### config.mk
export PLATFORM = sky130hd
export DESIGN_NAME = muldiv_unit
export DESIGN_NICKNAME = d
export VERILOG_FILES = /design/src/rtl/muldiv_unit.sv
export SDC_FILE = /design/constraint.sdc
export NUM_CORES = 2
export LEC_CHECK = 0
export BUFFER_PORTS_ARGS = -buffer_cell sky130_fd_sc_hd__buf_2
export CORE_AREA = 2 2 240 242
export CTS_BUF_LIST = sky130_fd_sc_hd__clkbuf_4 sky130_fd_sc_hd__clkbuf_8 sky130_fd_sc_hd__clkbuf_16
export DETAILED_ROUTE_END_ITERATION = 10
export DIE_AREA = 0 0 242 244
export PLACE_DENSITY = 0.71
export RECOVER_POWER = 25
export REMOVE_ABC_BUFFERS = 1
export SLEW_MARGIN = 20
export SYNTH_ARGS = -nofsm -noshare
export SYNTH_HDL_FRONTEND = slang
export SYNTH_SLANG_ARGS = --single-unit
### constraint.sdc
create_clock -name clk -period 6.51 [get_ports clk]
set_clock_uncertainty 0.05 [all_clocks]
set_input_delay 0.3255 -clock clk [delete_from_list [all_inputs] [get_ports clk]]
set_output_delay 0.3255 -clock clk [all_outputs]
set_load 0.05 [all_outputs]
### src/rtl/muldiv_unit.sv
// RV64M execute-stage controller: conditions operands for an external two-cycle
// multiplier and runs an internal restoring divider with RISC-V sign/W fix-ups.
module muldiv_unit #(
  parameter int XLEN = 64
) (
  input  logic            clk,
  input  logic            reset,
  input  logic            valid,
  input  logic [3:0]      op,
  input  logic [XLEN-1:0] a,
  input  logic [XLEN-1:0] b,
  output logic            busy,
  output logic            done,
  output logic [XLEN-1:0] c,
  output logic            mul_valid,
  output logic [XLEN-1:0] mul_a,
  output logic [XLEN-1:0] mul_b,
  input  logic            mul_done,
  input  logic [XLEN-1:0] mul_c
);

  typedef enum logic [2:0] {
    ST_IDLE     = 3'd0,
    ST_MUL_WAIT = 3'd1,
    ST_DIV_RUN  = 3'd2,
    ST_DIV_FIX  = 3'd3,
    ST_DONE     = 3'd4
  } state_t;

  localparam logic [3:0] OP_MUL  = 4'd0;
  localparam logic [3:0] OP_MULW = 4'd1;
  localparam logic [3:0] OP_LAST = 4'd9;

  function automatic logic [63:0] sext32(input logic [31:0] v);
    return {{32{v[31]}}, v};
  endfunction

  function automatic logic is_signed_div(input logic [3:0] o);
    return (o == 4'd2) || (o == 4'd4) || (o == 4'd6) || (o == 4'd8);
  endfunction

  function automatic logic is_word_div(input logic [3:0] o);
    return (o >= 4'd6) && (o <= 4'd9);
  endfunction

  function automatic logic is_rem_op(input logic [3:0] o);
    return (o == 4'd4) || (o == 4'd5) || (o == 4'd8) || (o == 4'd9);
  endfunction

  state_t      state_q, state_d;
  logic [3:0]  op_q, op_d;
  logic [63:0] c_q, c_d;
  logic        done_q, done_d;
  logic        mul_valid_q, mul_valid_d;
  logic [63:0] mul_a_q, mul_a_d;
  logic [63:0] mul_b_q, mul_b_d;
  logic [64:0] rem_q, rem_d;
  logic [63:0] quo_q, quo_d;
  logic [63:0] dvs_q, dvs_d;
  logic [6:0]  cnt_q, cnt_d;
  logic        sign_a_q, sign_a_d;
  logic        sign_b_q, sign_b_d;
  logic        special_q, special_d;

  logic        prep_word_s, prep_signed_s, div_zero_s, ovf_s;
  logic [63:0] dvd_s, dvs_s, mag_a_s, mag_b_s;
  logic [65:0] shifted_s, diff_s;
  logic [63:0] fix_q_s, fix_r_s, fix_sel_s, fix_res_s;

  // Operand conditioning of the raw request for a divide.
  always_comb begin
    prep_word_s   = is_word_div(op);
    prep_signed_s = is_signed_div(op);
    if (prep_word_s) begin
      dvd_s = prep_signed_s ? sext32(a[31:0]) : {32'd0, a[31:0]};
      dvs_s = prep_signed_s ? sext32(b[31:0]) : {32'd0, b[31:0]};
    end else begin
      dvd_s = a;
      dvs_s = b;
    end
    mag_a_s    = (prep_signed_s && dvd_s[63]) ? (64'd0 - dvd_s) : dvd_s;
    mag_b_s    = (prep_signed_s && dvs_s[63]) ? (64'd0 - dvs_s) : dvs_s;
    div_zero_s = (dvs_s == 64'd0);
    ovf_s      = prep_signed_s && (dvs_s == 64'hFFFF_FFFF_FFFF_FFFF) &&
                 (dvd_s == (prep_word_s ? 64'hFFFF_FFFF_8000_0000 : 64'h8000_0000_0000_0000));
  end

  // One restoring-division step and the final sign/width fix-up.
  always_comb begin
    shifted_s = {rem_q, quo_q[63]};
    diff_s    = shifted_s - {2'b00, dvs_q};
    fix_q_s   = quo_q;
    fix_r_s   = rem_q[63:0];
    if (!special_q && is_signed_div(op_q)) begin
      if (sign_a_q ^ sign_b_q) begin
        fix_q_s = 64'd0 - quo_q;
      end else begin
        fix_q_s = quo_q;
      end
      if (sign_a_q) begin
        fix_r_s = 64'd0 - rem_q[63:0];
      end else begin
        fix_r_s = rem_q[63:0];
      end
    end else begin
      fix_q_s = quo_q;
      fix_r_s = rem_q[63:0];
    end
    fix_sel_s = is_rem_op(op_q) ? fix_r_s : fix_q_s;
    fix_res_s = is_word_div(op_q) ? sext32(fix_sel_s[31:0]) : fix_sel_s;
  end

  // Next-state and datapath register updates.
  always_comb begin
    state_d     = state_q;
    op_d        = op_q;
    c_d         = c_q;
    done_d      = 1'b0;
    mul_valid_d = mul_valid_q;
    mul_a_d     = mul_a_q;
    mul_b_d     = mul_b_q;
    rem_d       = rem_q;
    quo_d       = quo_q;
    dvs_d       = dvs_q;
    cnt_d       = cnt_q;
    sign_a_d    = sign_a_q;
    sign_b_d    = sign_b_q;
    special_d   = special_q;
    case (state_q)
      ST_IDLE: begin
        if (valid) begin
          op_d      = op;
          mul_a_d   = a;
          mul_b_d   = b;
          sign_a_d  = prep_signed_s & dvd_s[63];
          sign_b_d  = prep_signed_s & dvs_s[63];
          special_d = 1'b0;
          if ((op == OP_MUL) || (op == OP_MULW)) begin
            mul_valid_d = 1'b1;
            state_d     = ST_MUL_WAIT;
          end else if (op <= OP_LAST) begin
            // Special cases preload the final quotient/remainder and skip iteration.
            if (div_zero_s) begin
              quo_d     = 64'hFFFF_FFFF_FFFF_FFFF;
              rem_d     = {1'b0, dvd_s};
              special_d = 1'b1;
              state_d   = ST_DIV_FIX;
            end else if (ovf_s) begin
              quo_d     = dvd_s;
              rem_d     = 65'd0;
              special_d = 1'b1;
              state_d   = ST_DIV_FIX;
            end else begin
              quo_d   = prep_word_s ? {mag_a_s[31:0], 32'd0} : mag_a_s;
              rem_d   = 65'd0;
              dvs_d   = mag_b_s;
              cnt_d   = prep_word_s ? 7'd32 : 7'd64;
              state_d = ST_DIV_RUN;
            end
          end else begin
            c_d     = 64'd0;
            done_d  = 1'b1;
            state_d = ST_DONE;
          end
        end else begin
          state_d = ST_IDLE;
        end
      end
      ST_MUL_WAIT: begin
        if (mul_done) begin
          c_d         = (op_q == OP_MULW) ? sext32(mul_c[31:0]) : mul_c;
          mul_valid_d = 1'b0;
          done_d      = 1'b1;
          state_d     = ST_DONE;
        end else begin
          state_d = ST_MUL_WAIT;
        end
      end
      ST_DIV_RUN: begin
        if (!diff_s[65]) begin
          rem_d = diff_s[64:0];
          quo_d = {quo_q[62:0], 1'b1};
        end else begin
          rem_d = shifted_s[64:0];
          quo_d = {quo_q[62:0], 1'b0};
        end
        cnt_d = cnt_q - 7'd1;
        if (cnt_q == 7'd1) begin
          state_d = ST_DIV_FIX;
        end else begin
          state_d = ST_DIV_RUN;
        end
      end
      ST_DIV_FIX: begin
        c_d     = fix_res_s;
        done_d  = 1'b1;
        state_d = ST_DONE;
      end
      ST_DONE: begin
        state_d = ST_IDLE;
      end
      default: begin
        state_d = ST_IDLE;
      end
    endcase
  end

  // State and datapath registers with synchronous active-low reset.
  always_ff @(posedge clk) begin
    if (!reset) begin
      state_q     <= ST_IDLE;
      op_q        <= 4'd0;
      c_q         <= 64'd0;
      done_q      <= 1'b0;
      mul_valid_q <= 1'b0;
      mul_a_q     <= 64'd0;
      mul_b_q     <= 64'd0;
      rem_q       <= 65'd0;
      quo_q       <= 64'd0;
      dvs_q       <= 64'd0;
      cnt_q       <= 7'd0;
      sign_a_q    <= 1'b0;
      sign_b_q    <= 1'b0;
      special_q   <= 1'b0;
    end else begin
      state_q     <= state_d;
      op_q        <= op_d;
      c_q         <= c_d;
      done_q      <= done_d;
      mul_valid_q <= mul_valid_d;
      mul_a_q     <= mul_a_d;
      mul_b_q     <= mul_b_d;
      rem_q       <= rem_d;
      quo_q       <= quo_d;
      dvs_q       <= dvs_d;
      cnt_q       <= cnt_d;
      sign_a_q    <= sign_a_d;
      sign_b_q    <= sign_b_d;
      special_q   <= special_d;
    end
  end

  assign busy      = (state_q != ST_IDLE);
  assign done      = done_q;
  assign c         = c_q;
  assign mul_valid = mul_valid_q;
  assign mul_a     = mul_a_q;
  assign mul_b     = mul_b_q;

endmodule

==> impl_metrics.csv <==
group,metric,value,unit
grt,grt_util_all_layers,35.98,%
clock_tree,clock_tree.buffer_depth,3,
worst_setup_path,worst_setup_end_kind,"register",
yosys,synth-edff-count,0,
worst_setup_path,startpoint_type_of_the_worst_setup_path,"primary input",
final_layout,final_net_count,4523,
yosys,post_synth.cell_area_avg,7.105,µm²
worst_setup_path,worstPathMaxFanout,26,
route,detailedRoute.firstPassIterationCount,6,
yosys,seq_area_frac_synth,28.85,%
placement,gp_routability_congestion,1.038,
worst_hold_path,worst_hold_check_path_type,"primary input to register",
worst_setup_path,critical_path_required,6.91,ns
floorplan,die_h,244,µm
route,routedWlPerCell,22.08,µm
route,detailedRoute.firstIterationViolations,3411,
grt,gr-max-usage-layer,"met2",
clock_tree,cts_root_buf,"sky130_fd_sc_hd__clkbuf_16",
placement,place_inst,4832,
floorplan,io_pins,395,
sta,rsz_0062_raised_after_global_routing,"false",
route,detail-route-antenna-nets,0,
final_layout,nFillCells,5380,
floorplan,floorplan.die.width,242,µm
yosys,synth.most_common_cell,"sky130_fd_sc_hd__nand2_1",
clock_tree,clkSinkCount,404,
clock_tree,clock_tree.htree_level_count,2,
yosys,yosysWarningCount,0,
sta,max_slew_margin,20.11,%
power_and_ir_drop,p_per_area,312.4,nW/µm²
placement,place_hpwl,81110,µm
clock_tree,tritoncts,"yes",
grt,grt_use_met3,7.583,%
power_and_ir_drop,power.ir.vdd_worst,0.0002326,V
clock_tree,cts.reportedPaths.clkPinSlew,0.06,ns
grt,grt_pass1_wl,169500,µm
final_layout,instances_no_fill,5046,
yosys,netlist_area,28040,µm²
yosys,top_cells_by_instance_count_after_synthesis,"sky130_fd_sc_hd__nand2_1 (595), sky130_fd_sc_hd__a21oi_1 (550), sky130_fd_sc_hd__dfxtp_1 (404), sky130_fd_sc_hd__nor2_1 (309), sky130_fd_sc_hd__clkbuf_1 (271)",
grt,grt_antenna_before_repair,4,
clock_tree,cts_resized,0,
route,route.detailed.vias_per_inst,6.286,
grt,first_global_vias,28802,
route,wirelength,111400,µm
final_layout,final-seq-area,8088,µm²
flow_run,drv_cap,0,
clock_tree,numCtsBuffers,48,
final_layout,drive_gt1_share,10.13,%
worst_setup_path,arrival_time_worst_endpoint,5.04,ns
power_and_ir_drop,leakage_component_of_the_power,12.68,nW
grt,grt_util_met1,48.97,%
yosys,post_synth_num_cell_types,89,
yosys,yosysTopAreaCell,"sky130_fd_sc_hd__dfxtp_1",
floorplan,initial_core_utilization,49.91,%
sta,max_slew.worst_pin.slew,1.198,ns
placement,count_of_input_and_output_buffers,394,
sta,fmaxAchievable,0.2158,GHz
floorplan,area_of_the_placeable_core,56170,µm²
grt,use_met2,54.66,%
yosys,synth.top_cell.area_share,28.85,%
grt,maximum_number_of_pins_on_one_net_before_global_route_repair,141,
floorplan,total_number_of_placement_rows,87,
sta,post-route-period-util,71.19,%
yosys,yosys-top-cells-area,"sky130_fd_sc_hd__dfxtp_1 (29%), sky130_fd_sc_hd__a21oi_1 (9.8%), sky130_fd_sc_hd__nand2_1 (8.0%), sky130_fd_sc_hd__xnor2_1 (4.9%), sky130_fd_sc_hd__o21ai_0 (4.5%)",
route,detailroute.via_count,31718,
final_layout,layout-area-overhead-vs-synth,17.77,%
yosys,ys_async_sr_fraction,0,%
clock_tree,clkLatencyLatePin,0.61,ns
sta,post-route-min-period,4.634,ns
sta,finalHoldViolCount,0,
yosys,ys_ff_latch,404,
worst_hold_path,whs_path_depth,4,
sta,setup_total_negative_slack,0,ns
clock_tree,post_cts_hold_buffer_count,125,
clock_tree,post_cts.repair.setup_buffers,0,
status,outcome,"finished clean",
route,drc,0,
worst_setup_path,reg2reg_slack,2.24,ns
worst_setup_path,critPathKind,"primary input to register",
worst_setup_path,worst_r2r_path_depth,12,
floorplan,floorplan.die_area,59050,µm²
sta,report.final.slew_viol_count,0,
final_layout,multi_input_comb_area,18430,µm²
sta,finalSetupViolations,0,
grt,grt_overflow_total,0,
yosys,post_synth_inst_count,3946,
yosys,ys.flop_type,"sky130_fd_sc_hd__dfxtp_1",
layout by cell type, fill, tap and decap left out, drive strengths merged, types with 17 or more instances in the layout:
cell         count
nand2          596
a21oi          550
dfxtp          404
o21ai          314
nor2           310
buf            287
clkbuf         213
xnor2          157
dlygate4sd3    125
xor2           122
inv            118
nor3           116
ha              71
a211oi          69
a31oi           59
o211ai          55
o31ai           49
nand3           49
nand4           48
a21o            48
nor4            43
or4             41
a22oi           35
o221ai          33
a221oi          32
or3             27
o41ai           27
mux2i           23
o22ai           23
o21a            20
nand2b          17
power by group:
group	internal (W)	switching, W	leakage, nW
clock network	0.00180	0.00114	0.845
logic	0.00152	0.00285	8.53
registers	0.00270	0.000295	3.31
total	0.00603	0.00429	12.7
per-layer routing:
| layer | part of all wire [%] | routed length (µm) |
|---|---|---|
| met1 | 42 | 46710 |
| met2 | 43 | 47520 |
| met3 | 11 | 11890 |
| met4 | 4.8 | 5300 |
| met5 | 0 | 0 |
path summary, 6_finish.rpt:
kind / startpoint / end
min: mul_c[25] / c[25]
max reg2reg: rem_q[11] / rem_q[5]
max: op[2] / rem_q[57]
min reg2reg: mul_a[20] / mul_a[20]
final cells by class:
class | instances | area share [%]
clock buffer | 64 | 4.188
timing repair buffer | 561 | 10.30
inverter | 115 | 1.330
sequential | 404 | 24.50
multi-input combinational | 3121 | 55.82
clock inverter | 20 | 0.9588
antenna | 5 | 0.03790
tap | 756 | 2.865
worst max-delay path, cell delays in order:
cell and delay, ns:
sky130_fd_sc_hd__dlygate4sd3_1 0.54, sky130_fd_sc_hd__buf_2 0.18, sky130_fd_sc_hd__o21ai_2 0.41, sky130_fd_sc_hd__and2_1 1.01
sky130_fd_sc_hd__buf_4 0.45, sky130_fd_sc_hd__a31oi_1 0.09, sky130_fd_sc_hd__nor4_1 0.35, sky130_fd_sc_hd__and4b_1 0.70
sky130_fd_sc_hd__nor2_1 0.38, sky130_fd_sc_hd__a21oi_1 0.25, sky130_fd_sc_hd__o21ai_0 0.09, sky130_fd_sc_hd__o211ai_1 0.13
sky130_fd_sc_hd__o21ai_0 0.11
state kept, by name, indices dropped and copies added, names as in the netlist:
name       count
quo_q         64
mul_valid      1
op_q           4
special_q      1
c             64
mul_b         64
mul_a         64
sign_a_q       1
cnt_q          7
dvs_q         64
done           1
state_q        3
sign_b_q       1
rem_q         65
logic make-up (layout without fill, tap and decap cells):
family                   after synthesis  count (layout)  synth area share, %
buffers and inverters                421             760                5.833
multiplexers                          27              27               0.9818
flip-flops                           404             404                28.85
adder cells (fa/ha/maj)               73              73                3.276
AND/OR/NAND/NOR                     1334            1334                21.74
other                                  0               5                    0
AO/OA/AOI/OAI                       1408            1408                30.60
XOR/XNOR                             279             279                8.716
stage by stage:
| stage | cell area (µm²) | power, W | setup WS [ns] | hold WS [ns] | util (%) |
|---|---|---|---|---|---|
| after floorplan | 26830 | 0.006045 | -4.906 | 0.3819 | - |
| after global placement | 30210 | 0.007194 | 2.103 | 0.3852 | 53.78 |
| after detailed placement | 30230 | 0.007222 | 2.103 | 0.3930 | 53.82 |
| after CTS | 33180 | 0.01021 | 2.172 | 0.0001374 | 59.07 |
| after global routing | 33010 | 0.01082 | 1.745 | 0.01269 | 58.78 |
| final | 33020 | 0.01031 | 1.876 | 0.01266 | 58.78 |
Note: power is estimated with default switching activity, not from simulation.
